**config.mk**
```make
export PLATFORM = sky130hd
export DESIGN_NAME = ristretto_trap_ctrl_flat
export DESIGN_NICKNAME = d
export VERILOG_FILES = /design/src/rtl/ristretto_trap_ctrl_if.sv /design/src/rtl/ristretto_trap_ctrl.sv /design/src/flat_wrapper.sv
export SDC_FILE = /design/constraint.sdc
export NUM_CORES = 1
export LEC_CHECK = 0
export CAP_MARGIN = 40
export CORE_ASPECT_RATIO = 1.75
export CORE_MARGIN = 8
export CORE_UTILIZATION = 35
export DETAILED_ROUTE_END_ITERATION = 10
export PLACE_DENSITY = 0.83
export SLEW_MARGIN = 15
export SYNTH_ARGS = -nofsm -noshare
export SYNTH_HDL_FRONTEND = slang
export SYNTH_SLANG_ARGS = --single-unit
```
**constraint.sdc**
```tcl
create_clock -name clk_i -period 3.25 [get_ports clk_i]
set_input_delay 0.325 -clock clk_i [delete_from_list [all_inputs] [get_ports clk_i]]
set_output_delay 0.325 -clock clk_i [all_outputs]
set_load 0.005 [all_outputs]
```
**src/rtl/ristretto_trap_ctrl_if.sv**
```systemverilog
// Redirect channel from the trap control unit (master) to fetch (slave).
// valid/ready: the master raises valid with a stable pc and holds both until a cycle where ready is also high; that edge transfers the redirect.
interface ristretto_trap_ctrl_if #(
  parameter int XLEN = 32
);
  logic            redirect_valid;
  logic            redirect_ready;
  logic [XLEN-1:0] redirect_pc;

  modport master (output redirect_valid, output redirect_pc, input redirect_ready);
  modport slave  (input redirect_valid, input redirect_pc, output redirect_ready);
endinterface

```
**src/rtl/ristretto_trap_ctrl.sv**
```systemverilog
// Execute-stage trap control: arbitrates interrupts/exceptions/MRET, owns mepc/mcause/mstatus, redirects fetch.
// Optional macro RISTRETTO_TRAP_MTVAL_EN adds the mtval register.
module ristretto_trap_ctrl #(
  parameter int              XLEN        = 32,
  parameter logic [XLEN-1:0] RESET_MTVEC = '0
) (
  input  logic             clk_i,
  input  logic             rst_ni,
  input  logic             instr_valid_i,
  input  logic [XLEN-1:0]  pc_i,
  input  logic [1:0]       instr_trap_i,
  input  logic [1:0]       lsu_trap_i,
  input  logic [1:0]       enc_trap_i,
  input  logic [XLEN-1:0]  trap_val_i,
  input  logic             msip_i,
  input  logic             mtip_i,
  input  logic             meip_i,
  input  logic [2:0]       mie_en_i,
  input  logic [XLEN-1:0]  mtvec_i,
  input  logic             csr_mstatus_we_i,
  input  logic [1:0]       csr_mstatus_i,
  input  logic             csr_mepc_we_i,
  input  logic [XLEN-1:0]  csr_mepc_i,
  output logic [1:0]       tcu_state_o,
  output logic             stall_o,
  output logic             flush_o,
  ristretto_trap_ctrl_if.master redirect_if,
  output logic [XLEN-1:0]  mepc_o,
  output logic [XLEN-1:0]  mcause_o,
  output logic [1:0]       mstatus_o,
  output logic [XLEN-1:0]  mtval_o,
  output logic             dbg_state_o
);

  localparam logic [1:0] INSTR_MISALIG_FETCH = 2'd1;
  localparam logic [1:0] INSTR_ILLEGAL_FETCH = 2'd2;
  localparam logic [1:0] LSU_MISALIG_LOAD    = 2'd1;
  localparam logic [1:0] LSU_MISALIG_STORE   = 2'd2;
  localparam logic [1:0] ENC_ECALL           = 2'd1;
  localparam logic [1:0] ENC_MRET            = 2'd2;
  localparam logic [1:0] TCU_NOTRAP          = 2'd0;
  localparam logic [1:0] TCU_INTERRUPT       = 2'd1;
  localparam logic [1:0] TCU_EXCEPTION       = 2'd2;

  typedef enum logic {IDLE, REDIRECT} state_t;

  state_t          state_q;
  logic            mie_q;
  logic            mpie_q;
  logic [XLEN-1:0] mepc_q;
  logic [XLEN-1:0] mcause_q;
  logic            redirect_valid_q;
  logic [XLEN-1:0] redirect_pc_q;

  logic [2:0]      irq_pend;
  logic            irq_take;
  logic            exc_take;
  logic            mret_take;
  logic            trap_take;
  logic [4:0]      cause;
  logic [XLEN-1:0] mtvec_eff;
  logic [XLEN-1:0] trap_pc;

  // Bit 4 of cause marks an interrupt; interrupts rank MEXT > MSW > MTIM.
  always_comb begin
    irq_pend  = {meip_i, mtip_i, msip_i} & mie_en_i;
    irq_take  = mie_q && (irq_pend != 3'b000);
    exc_take  = 1'b1;
    mret_take = 1'b0;
    cause     = 5'h00;
    if (irq_take) begin
      exc_take = 1'b0;
      if (irq_pend[2])      cause = 5'h1b;
      else if (irq_pend[0]) cause = 5'h13;
      else                  cause = 5'h17;
    end else if (instr_trap_i == INSTR_MISALIG_FETCH) begin
      cause = 5'h00;
    end else if (instr_trap_i == INSTR_ILLEGAL_FETCH) begin
      cause = 5'h02;
    end else if (enc_trap_i == ENC_ECALL) begin
      cause = 5'h0b;
    end else if (lsu_trap_i == LSU_MISALIG_LOAD) begin
      cause = 5'h04;
    end else if (lsu_trap_i == LSU_MISALIG_STORE) begin
      cause = 5'h06;
    end else begin
      exc_take  = 1'b0;
      mret_take = (enc_trap_i == ENC_MRET);
    end
    trap_take = irq_take || exc_take;
  end

  assign mtvec_eff = (mtvec_i == '0) ? RESET_MTVEC : mtvec_i;
  assign trap_pc   = {mtvec_eff[XLEN-1:2], 2'b00}
                   + (((mtvec_eff[1:0] == 2'b01) && irq_take)
                      ? {{(XLEN-6){1'b0}}, cause[3:0], 2'b00} : '0);

  always_ff @(posedge clk_i or negedge rst_ni) begin
    if (!rst_ni) begin
      state_q          <= IDLE;
      mie_q            <= 1'b0;
      mpie_q           <= 1'b0;
      mepc_q           <= '0;
      mcause_q         <= '0;
      tcu_state_o      <= TCU_NOTRAP;
      stall_o          <= 1'b0;
      flush_o          <= 1'b0;
      redirect_valid_q <= 1'b0;
      redirect_pc_q    <= '0;
    end else begin
      flush_o <= 1'b0;
      case (state_q)
        IDLE: begin
          if (instr_valid_i && (trap_take || mret_take)) begin
            state_q          <= REDIRECT;
            flush_o          <= 1'b1;
            stall_o          <= 1'b1;
            redirect_valid_q <= 1'b1;
            if (trap_take) begin
              mepc_q        <= pc_i;
              mcause_q      <= {cause[4], {(XLEN-5){1'b0}}, cause[3:0]};
              mpie_q        <= mie_q;
              mie_q         <= 1'b0;
              tcu_state_o   <= irq_take ? TCU_INTERRUPT : TCU_EXCEPTION;
              redirect_pc_q <= trap_pc;
            end else begin
              mie_q         <= mpie_q;
              mpie_q        <= 1'b1;
              redirect_pc_q <= mepc_q;
            end
          end else begin
            // Software CSR writes only land when no trap/MRET claims the cycle.
            if (csr_mstatus_we_i) {mpie_q, mie_q} <= csr_mstatus_i;
            if (csr_mepc_we_i)    mepc_q          <= csr_mepc_i;
          end
        end
        REDIRECT: begin
          if (redirect_if.redirect_ready) begin
            state_q          <= IDLE;
            stall_o          <= 1'b0;
            redirect_valid_q <= 1'b0;
            tcu_state_o      <= TCU_NOTRAP;
          end
        end
      endcase
    end
  end

`ifdef RISTRETTO_TRAP_MTVAL_EN
  logic [XLEN-1:0] mtval_q;

  // Interrupts and ECALL have no faulting value to report.
  always_ff @(posedge clk_i or negedge rst_ni) begin
    if (!rst_ni) begin
      mtval_q <= '0;
    end else if ((state_q == IDLE) && instr_valid_i && trap_take) begin
      mtval_q <= (exc_take && (cause != 5'h0b)) ? trap_val_i : '0;
    end
  end

  assign mtval_o = mtval_q;
`else
  logic unused_trap_val;
  assign unused_trap_val = ^trap_val_i;
  assign mtval_o         = '0;
`endif

  assign redirect_if.redirect_valid = redirect_valid_q;
  assign redirect_if.redirect_pc    = redirect_pc_q;
  assign mepc_o                     = mepc_q;
  assign mcause_o                   = mcause_q;
  assign mstatus_o                  = {mpie_q, mie_q};
  assign dbg_state_o                = state_q;

endmodule

```
**src/flat_wrapper.sv**
```systemverilog
// flat-port wrapper written by rule: the top's interface ports become plain ports
module ristretto_trap_ctrl_flat 
#(
  parameter int              XLEN        = 32,
  parameter logic [XLEN-1:0] RESET_MTVEC = '0
)
  (clk_i, rst_ni, instr_valid_i, pc_i, instr_trap_i, lsu_trap_i, enc_trap_i, trap_val_i, msip_i, mtip_i, meip_i, mie_en_i, mtvec_i, csr_mstatus_we_i, csr_mstatus_i, csr_mepc_we_i, csr_mepc_i, tcu_state_o, stall_o, flush_o, mepc_o, mcause_o, mstatus_o, mtval_o, dbg_state_o, redirect_if_redirect_valid, redirect_if_redirect_pc, redirect_if_redirect_ready);
  ristretto_trap_ctrl_if #(.XLEN(XLEN)) redirect_if_i ();
  input  logic clk_i;
  input  logic rst_ni;
  input  logic instr_valid_i;
  input  logic [XLEN-1:0] pc_i;
  input  logic [1:0] instr_trap_i;
  input  logic [1:0] lsu_trap_i;
  input  logic [1:0] enc_trap_i;
  input  logic [XLEN-1:0] trap_val_i;
  input  logic msip_i;
  input  logic mtip_i;
  input  logic meip_i;
  input  logic [2:0] mie_en_i;
  input  logic [XLEN-1:0] mtvec_i;
  input  logic csr_mstatus_we_i;
  input  logic [1:0] csr_mstatus_i;
  input  logic csr_mepc_we_i;
  input  logic [XLEN-1:0] csr_mepc_i;
  output logic [1:0] tcu_state_o;
  output logic stall_o;
  output logic flush_o;
  output logic [XLEN-1:0] mepc_o;
  output logic [XLEN-1:0] mcause_o;
  output logic [1:0] mstatus_o;
  output logic [XLEN-1:0] mtval_o;
  output logic dbg_state_o;
  output wire logic [$bits(redirect_if_i.redirect_valid)-1:0] redirect_if_redirect_valid;
  output wire logic [$bits(redirect_if_i.redirect_pc)-1:0] redirect_if_redirect_pc;
  input wire logic [$bits(redirect_if_i.redirect_ready)-1:0] redirect_if_redirect_ready;
  assign redirect_if_redirect_valid = redirect_if_i.redirect_valid;
  assign redirect_if_redirect_pc = redirect_if_i.redirect_pc;
  assign redirect_if_i.redirect_ready = redirect_if_redirect_ready;
  ristretto_trap_ctrl #(.XLEN(XLEN), .RESET_MTVEC(RESET_MTVEC)) u_core (.clk_i(clk_i), .rst_ni(rst_ni), .instr_valid_i(instr_valid_i), .pc_i(pc_i), .instr_trap_i(instr_trap_i), .lsu_trap_i(lsu_trap_i), .enc_trap_i(enc_trap_i), .trap_val_i(trap_val_i), .msip_i(msip_i), .mtip_i(mtip_i), .meip_i(meip_i), .mie_en_i(mie_en_i), .mtvec_i(mtvec_i), .csr_mstatus_we_i(csr_mstatus_we_i), .csr_mstatus_i(csr_mstatus_i), .csr_mepc_we_i(csr_mepc_we_i), .csr_mepc_i(csr_mepc_i), .tcu_state_o(tcu_state_o), .stall_o(stall_o), .flush_o(flush_o), .redirect_if(redirect_if_i), .mepc_o(mepc_o), .mcause_o(mcause_o), .mstatus_o(mstatus_o), .mtval_o(mtval_o), .dbg_state_o(dbg_state_o));
endmodule
```
==> summary.txt <==
Placement
  • RD Place Congestion: 0.826
  • Post-placement cell count: 882
  • PortBufs: between 150 and 200
  • Placed instance area: 7000 um^2
  • Pre-CTS setup slack: -0.201 ns
  • Final HPWL DP: 13.1 mm

Floorplanning
  • Initial Util: between 30% and 40%
  • Boundary Pins: between 200 and 300
  • Die Ht: between 150 and 200 um
  • Core Region: approximately 14000 um^2
  • Die X: between 100 and 150 um
  • DIE AREA: between 15000 and 20000 um^2
  • Row cnt: 57

Final layout
  • Fillers: roughly 1200
  • Layout cells sized above 1: about an eighth
  • Diode count: 0
  • Nets: just under 900
  • P&R area growth vs syn: 48.5%
  • Post-route cell area: between 7000 and 8000 um^2
  • Finished Layout Cells: approximately 900

Detailed routing
  • DRT iter0 DRCs: 99
  • Routed WL per cell: about 18 um
  • First-pass DRT Iterations: 4
  • Post-Route WL: roughly 17 mm
  • Met2 Wirelength: ~9 mm
  • Routed vias/inst: between 4 and 5
  • Met3 wire len: ~1.3 mm
  • DR vias: 4462
  • M1 wire length: 5.76 mm
  • Antenna-violating nets left: 0
  • Top sig layer: met4
  • Drt drc: 0

Worst setup path
  • CP cell instances: clkdlybuf4s50_1 > nand3_1 > a21boi_1 > nor2_1 > buf_4 > ha_1 > fa_1 > a211oi_2 > or4_1 > or4_1 > a31oi_1 > mux2_2
  • Buf/Inv on CP: 2
  • Arrival @ worst endpoint: approximately 3.3 ns
  • Worst R2R Path Depth: 11
  • Top delay family on crit path: simple AND/OR/NAND/NOR gates
  • Req. time, crit path: around 3.5 ns
  • CP max stage delay: 0.60 ns
  • Kind of critical path: primary input to flop
  • Crit end category: flop
  • Startpoint class of the critical path: primary input
  • R2r endpoint: u_core.redirect_if.redirect_pc[24]$_DFFE_PN0P_
  • CP max stage cell: or4_1
  • FF-to-FF setup slack: roughly 0.25 ns
  • Crit Reg-Reg Startpoint: u_core.mie_q$_DFFE_PN0P_
  • Top cell by count, worst path: or4_1
  • CP Max Fanout: 5

Logic synthesis
  • Netlist cell types: slightly below 60
  • Syn Area/Cell: roughly 9.5 um^2
  • Top FF cell, synth: dfrtp_1
  • Flops & latches, synth: 76
  • FFs w/ async S/R, synth: 100%
  • Yosys warns: 0
  • Cells after Synth: slightly above 500
  • Sequential fraction of the synthesis area: ~39%
  • EDFF count, synth: 0
  • Netlist Area Pre-Place: between 4000 and 5000 um^2

Min path
  • WHS Path Cells: 2
  • Hold path startpoint: u_core.redirect_if.redirect_pc[1]$_DFFE_PN0P_
  • Hold Path Class: flop to flop
  • WHS Endpoint: u_core.redirect_if.redirect_pc[1]$_DFFE_PN0P_

Clock network
  • Depth of the CTS H-tree: 3
  • CTS clock-pin slew for the worst setup and hold paths: approximately 0.060 ns
  • # Post-CTS Setup Buffers: 0
  • Later-pin clock latency in the skew report: approximately 0.33 ns
  • Clock Path Buffers: 2
  • CTS buffer count: 9
  • # clock sinks: 76
  • CTS tree: done
  • CTS root buffer: clkbuf_16

Power and ir drop
  • Cell Pwr Density: ~570 nW/um^2
  • Total Power: 4.15 mW
  • Static leakage: 3.04 nW
  • Peak supply drop: about 0.0003 V

Global routing
  • Pin count of the biggest net entering global routing: slightly above 40
  • Global route overflow: 0
  • Total Routing Usage GR: around 18%
  • Vias in the first global route: between 4000 and 5000
  • First-pass GRT wire length: around 25 mm
  • Initial antenna violation count: 0

Timing
  • Least-Margin Pin Slew: around 0.54 ns
  • RSZ-0062 raised after global routing: no
  • Slew Viols, Final: 0
  • Final Critical Period: around 3 ns
  • Final WS setup: 0.241 ns
  • Final period utilization: between 90% and 100%
  • # setup viols final: 0
  • Final Skew: 0.00484 ns
  • Hold Violations, Final: 0
  • Fin Setup TNS: 0 ns
  • Max frequency: between 300 and 400 MHz
  • Relative slew slack: 64.1%

Run status
  • Status: completed

Job
  • Max-Cap Viols: 0
==> worst max path at each step <==
| stage | end | slack, ns | from | depth (start not counted) |
|---|---|---|---|---|
| after floorplan | u_core.redirect_if.redirect_pc[24]$_DFFE_PN0P_ | 0.21 | u_core.mie_q$_DFFE_PN0P_ | 11 |
| after global placement | u_core.redirect_if.redirect_pc[18]$_DFFE_PN0P_ | -0.12 | meip_i | 13 |
| after detailed placement | u_core.redirect_if.redirect_pc[18]$_DFFE_PN0P_ | -0.20 | meip_i | 13 |
| after CTS | u_core.redirect_if.redirect_pc[18]$_DFFE_PN0P_ | 0.13 | meip_i | 13 |
| after global routing | u_core.redirect_if.redirect_pc[18]$_DFFE_PN0P_ | 0.08 | mtip_i | 13 |
| final | u_core.redirect_if.redirect_pc[24]$_DFFE_PN0P_ | 0.24 | mtip_i | 12 |
==> worst min-delay path, stage by stage (launching register included) <==
cell,delay [ns]
dfrtp_1,0.34
nand2_1,0.05
nand2_1,0.04
==> cells in the final DEF (no fill, tap or decap), types with 8 or more instances in the layout <==
master	synthesis	layout
mux2_2	23	23
dfrtp_1	76	76
nor4_1	11	11
clkdlybuf4s50_1	0	191
buf_4	62	25
clkbuf_16	0	9
nor2_1	14	13
conb_1	1	59
nand3_1	16	16
inv_1	8	8
mux2_1	43	43
xnor2_1	10	10
nor3_1	21	21
o21ai_0	32	31
nand2_1	57	57
o21ai_1	17	16
==> cells in the mapped netlist, drive strengths merged (6+ instances only) <==
master	instances	area share, %
ha	6	1.5
nor4	11	1.4
dfrtp	76	39
buf	72	11
inv	9	0.68
o21ai	50	5.1
nor2	14	1.1
nor3	21	2.1
xnor2	10	1.8
a21oi	7	0.71
nand2	57	4.3
mux2	66	15
nand3	17	1.8
o31a	7	1.2
a31oi	7	0.89
clkbuf	21	1.7
==> power breakdown <==
| part | internal, mW | total (mW) | switching [mW] | leakage [nW] |
|---|---|---|---|---|
| clock | 0.673 | 1.08 | 0.405 | 0.149 |
| sequential | 1.25 | 1.46 | 0.201 | 0.910 |
| combinational | 0.975 | 1.62 | 0.642 | 1.98 |
==> timing repair <==
item                                    in CTS  in global routing
hold buffers                                 1                  0
endpoints found under the hold margin       36                  0
endpoints found under the setup margin       0                  4
resized for setup                            0                  2
==> routing by layer <==
metal,GRT usage [%],up-vias
met5,0,-
met4,7.37,0
met3,4.77,27
met2,33.6,178
met1,17.3,2134
li1,-,2123
==> kinds of logic after synthesis <==
kind of cell	after synthesis	share of synthesized area [%]
buffers and inverters	102	13.4
adder cells (fa/ha/maj)	8	2.13
AO/OA/AOI/OAI	101	12.9
flip-flops	76	38.5
XOR/XNOR	12	2.13
multiplexers	67	15.3
AND/OR/NAND/NOR	151	15.6
other	1	0.0760
==> flip-flops by register name, indices dropped and copies added (netlist names) <==
| signal | count |
|---|---|
| u_core.mcause_o | 5 |
| u_core.mpie_q | 1 |
| u_core.tcu_state_o | 2 |
| u_core.mie_q | 1 |
| u_core.redirect_if.redirect_valid | 1 |
| u_core.redirect_if.redirect_pc | 32 |
| u_core.mepc_o | 32 |
| u_core.dbg_state_o | 1 |
| u_core.flush_o | 1 |
==> stage by stage <==
stage,hold slack [ns],utilization (%)
global placement,0.454,50.4
detailed placement,0.321,50.6
global route,0.507,53.0
CTS,0.475,52.9
floorplan,0.0294,-
finish,0.466,53.0
==> layout make-up <==
| type | count | area [um^2] | share of cell area, % |
|---|---|---|---|
| Timing Repair Buffer | 223 | 2230 | 30.4 |
| Sequential cell | 76 | 1900 | 26.0 |
| Tap cell | 177 | 221 | 3.02 |
| Multi-Input combinational cell | 398 | 2620 | 35.8 |
| Clock buffer | 10 | 229 | 3.12 |
| Clock inverter | 6 | 88.8 | 1.21 |
| Inverter | 9 | 33.8 | 0.461 |
Power figures use the tool's default switching activity.
==> RTL edit: new RTL, same flow settings <==
`XLEN` is set to 32 in 3 places; all go to 28.
--- a/src/rtl/ristretto_trap_ctrl_if.sv
+++ b/src/rtl/ristretto_trap_ctrl_if.sv
@@ -3,3 +3,3 @@
 interface ristretto_trap_ctrl_if #(
-  parameter int XLEN = 32
+  parameter int XLEN = 28
 );
--- a/src/rtl/ristretto_trap_ctrl.sv
+++ b/src/rtl/ristretto_trap_ctrl.sv
@@ -3,3 +3,3 @@
 module ristretto_trap_ctrl #(
-  parameter int              XLEN        = 32,
+  parameter int              XLEN        = 28,
   parameter logic [XLEN-1:0] RESET_MTVEC = '0
--- a/src/flat_wrapper.sv
+++ b/src/flat_wrapper.sv
@@ -3,3 +3,3 @@
 #(
-  parameter int              XLEN        = 32,
+  parameter int              XLEN        = 28,
   parameter logic [XLEN-1:0] RESET_MTVEC = '0
Ports: changed (8 resized); port bits go from 284 to 252. No check against the original RTL was run, so the function may have changed too.
==> RTL edit against the original RTL <==
Area after synthesis fell by 11%. Sequential cell count fell by 8. Wire length fell by 5.8%. Cell count fell by 10%. Core utilization barely moved. Cell area fell by 11%. Sequential share of layout area rose by 0.052 points. Worst setup slack improved by 57 ps. Fmax rose by 1.9%. Power fell by 8.1%. Non-clock buffer count fell by 28. Hold slack improved by 7.7 ps. Highest routed layer unchanged.
==> RTL edit: results (changes against the original RTL) <==
Outcome
  – Status: completed

Hold path
  – Hold path startpoint: u_core.redirect_if.redirect_pc[0]

Finish
  – Storage cell area: 1700 um2 (-11%)
  – Final non-clock buffer share: 29.6% (-0.79 points)
  – Final clock-cell share: 4.65% (+0.31 points)
  – CLK BUF: 12 (+2)
  – Layout cells sized above 1: 17.2% (+5.5 points)
  – Fraction of area in multi-input gates: 35.9% (+0.067 points)
  – #MultiIn Comb: 348 (-13%)

Route
  – Initial DRC count: 230 (+130%)
  – Avg WL per Cell: 19.3 um (+5.1%)
  – Vias: 4071 (-8.8%)

Worst setup path
  – Worst R2R Setup Slack: 390 ps (+140 ps)
  – Setup crit start: mie_en_i[2]

Power
  – Leak: 2.70 nW (-11%)
  – Sw Ratio: 30.2% (+0.17 points)

Synth
  – Multiplexer area fraction after synthesis: 15.0% (-0.24 points)
  – Seq/Total Area, Yosys: 38.5% (about the same)
  – Adder-cell share of the synthesized area: 2.38% (+0.25 points)
  – List of most frequent post-synthesis cells: 68 x dfrtp_1, 60 x buf_4, 57 x mux2_2
  – Complex-gate fraction of the synthesized area: 14.7% (+1.8 points)

Placement
  – Port Buf Inserts: 172 (-10%)

GRT
  – Largest net degree at the start of global routing: 36 (-12%)
  – First-pass GRT wire length: 23.5 mm (-7.7%)
  – Vias in the first global route: 4441 (-7.6%)

STA
  – Period Utilization, post-route: 90.8% (-1.8 points)
## RTL edit: changes by cell type after synthesis, sizes merged, moves of 10 or more
cell    change
nor4       -10
a21oi      +12
clkbuf     -10
o21ai      -21
nand2      -13
nor3       -15
## RTL edit: metal layers
| layer | wire (um) | global-route usage (%) |
|---|---|---|
| met5 | 0 | 0 |
| met2 | 8380 | 34.4 |
| met1 | 5370 | 18.0 |
| met3 | 1120 | 4.22 |
| met4 | 718 | 10.5 |
## RTL edit: per-stage QoR
stage	std cells	setup TNS, ps	cell area [um2]	power (W)	hold slack (ps)
global placement	787	0	6180	0.00277	449
finish	806	0	6540	0.00381	474
global route	806	0	6540	0.00403	503
floorplan	502	0	4600	0.00191	29.4
detailed placement	789	-51.1	6230	0.00285	318
CTS	806	0	6540	0.00386	475
## RTL edit: critical path: stages
cell	delay [ps]
clkdlybuf4s50_1	430
a22oi_1	270
o21a_1	180
nor2_1	60
ha_1	220
fa_1	420
a211oi_2	280
buf_4	180
or2_1	240
or4_1	160
a31oi_1	80
mux2_1	320
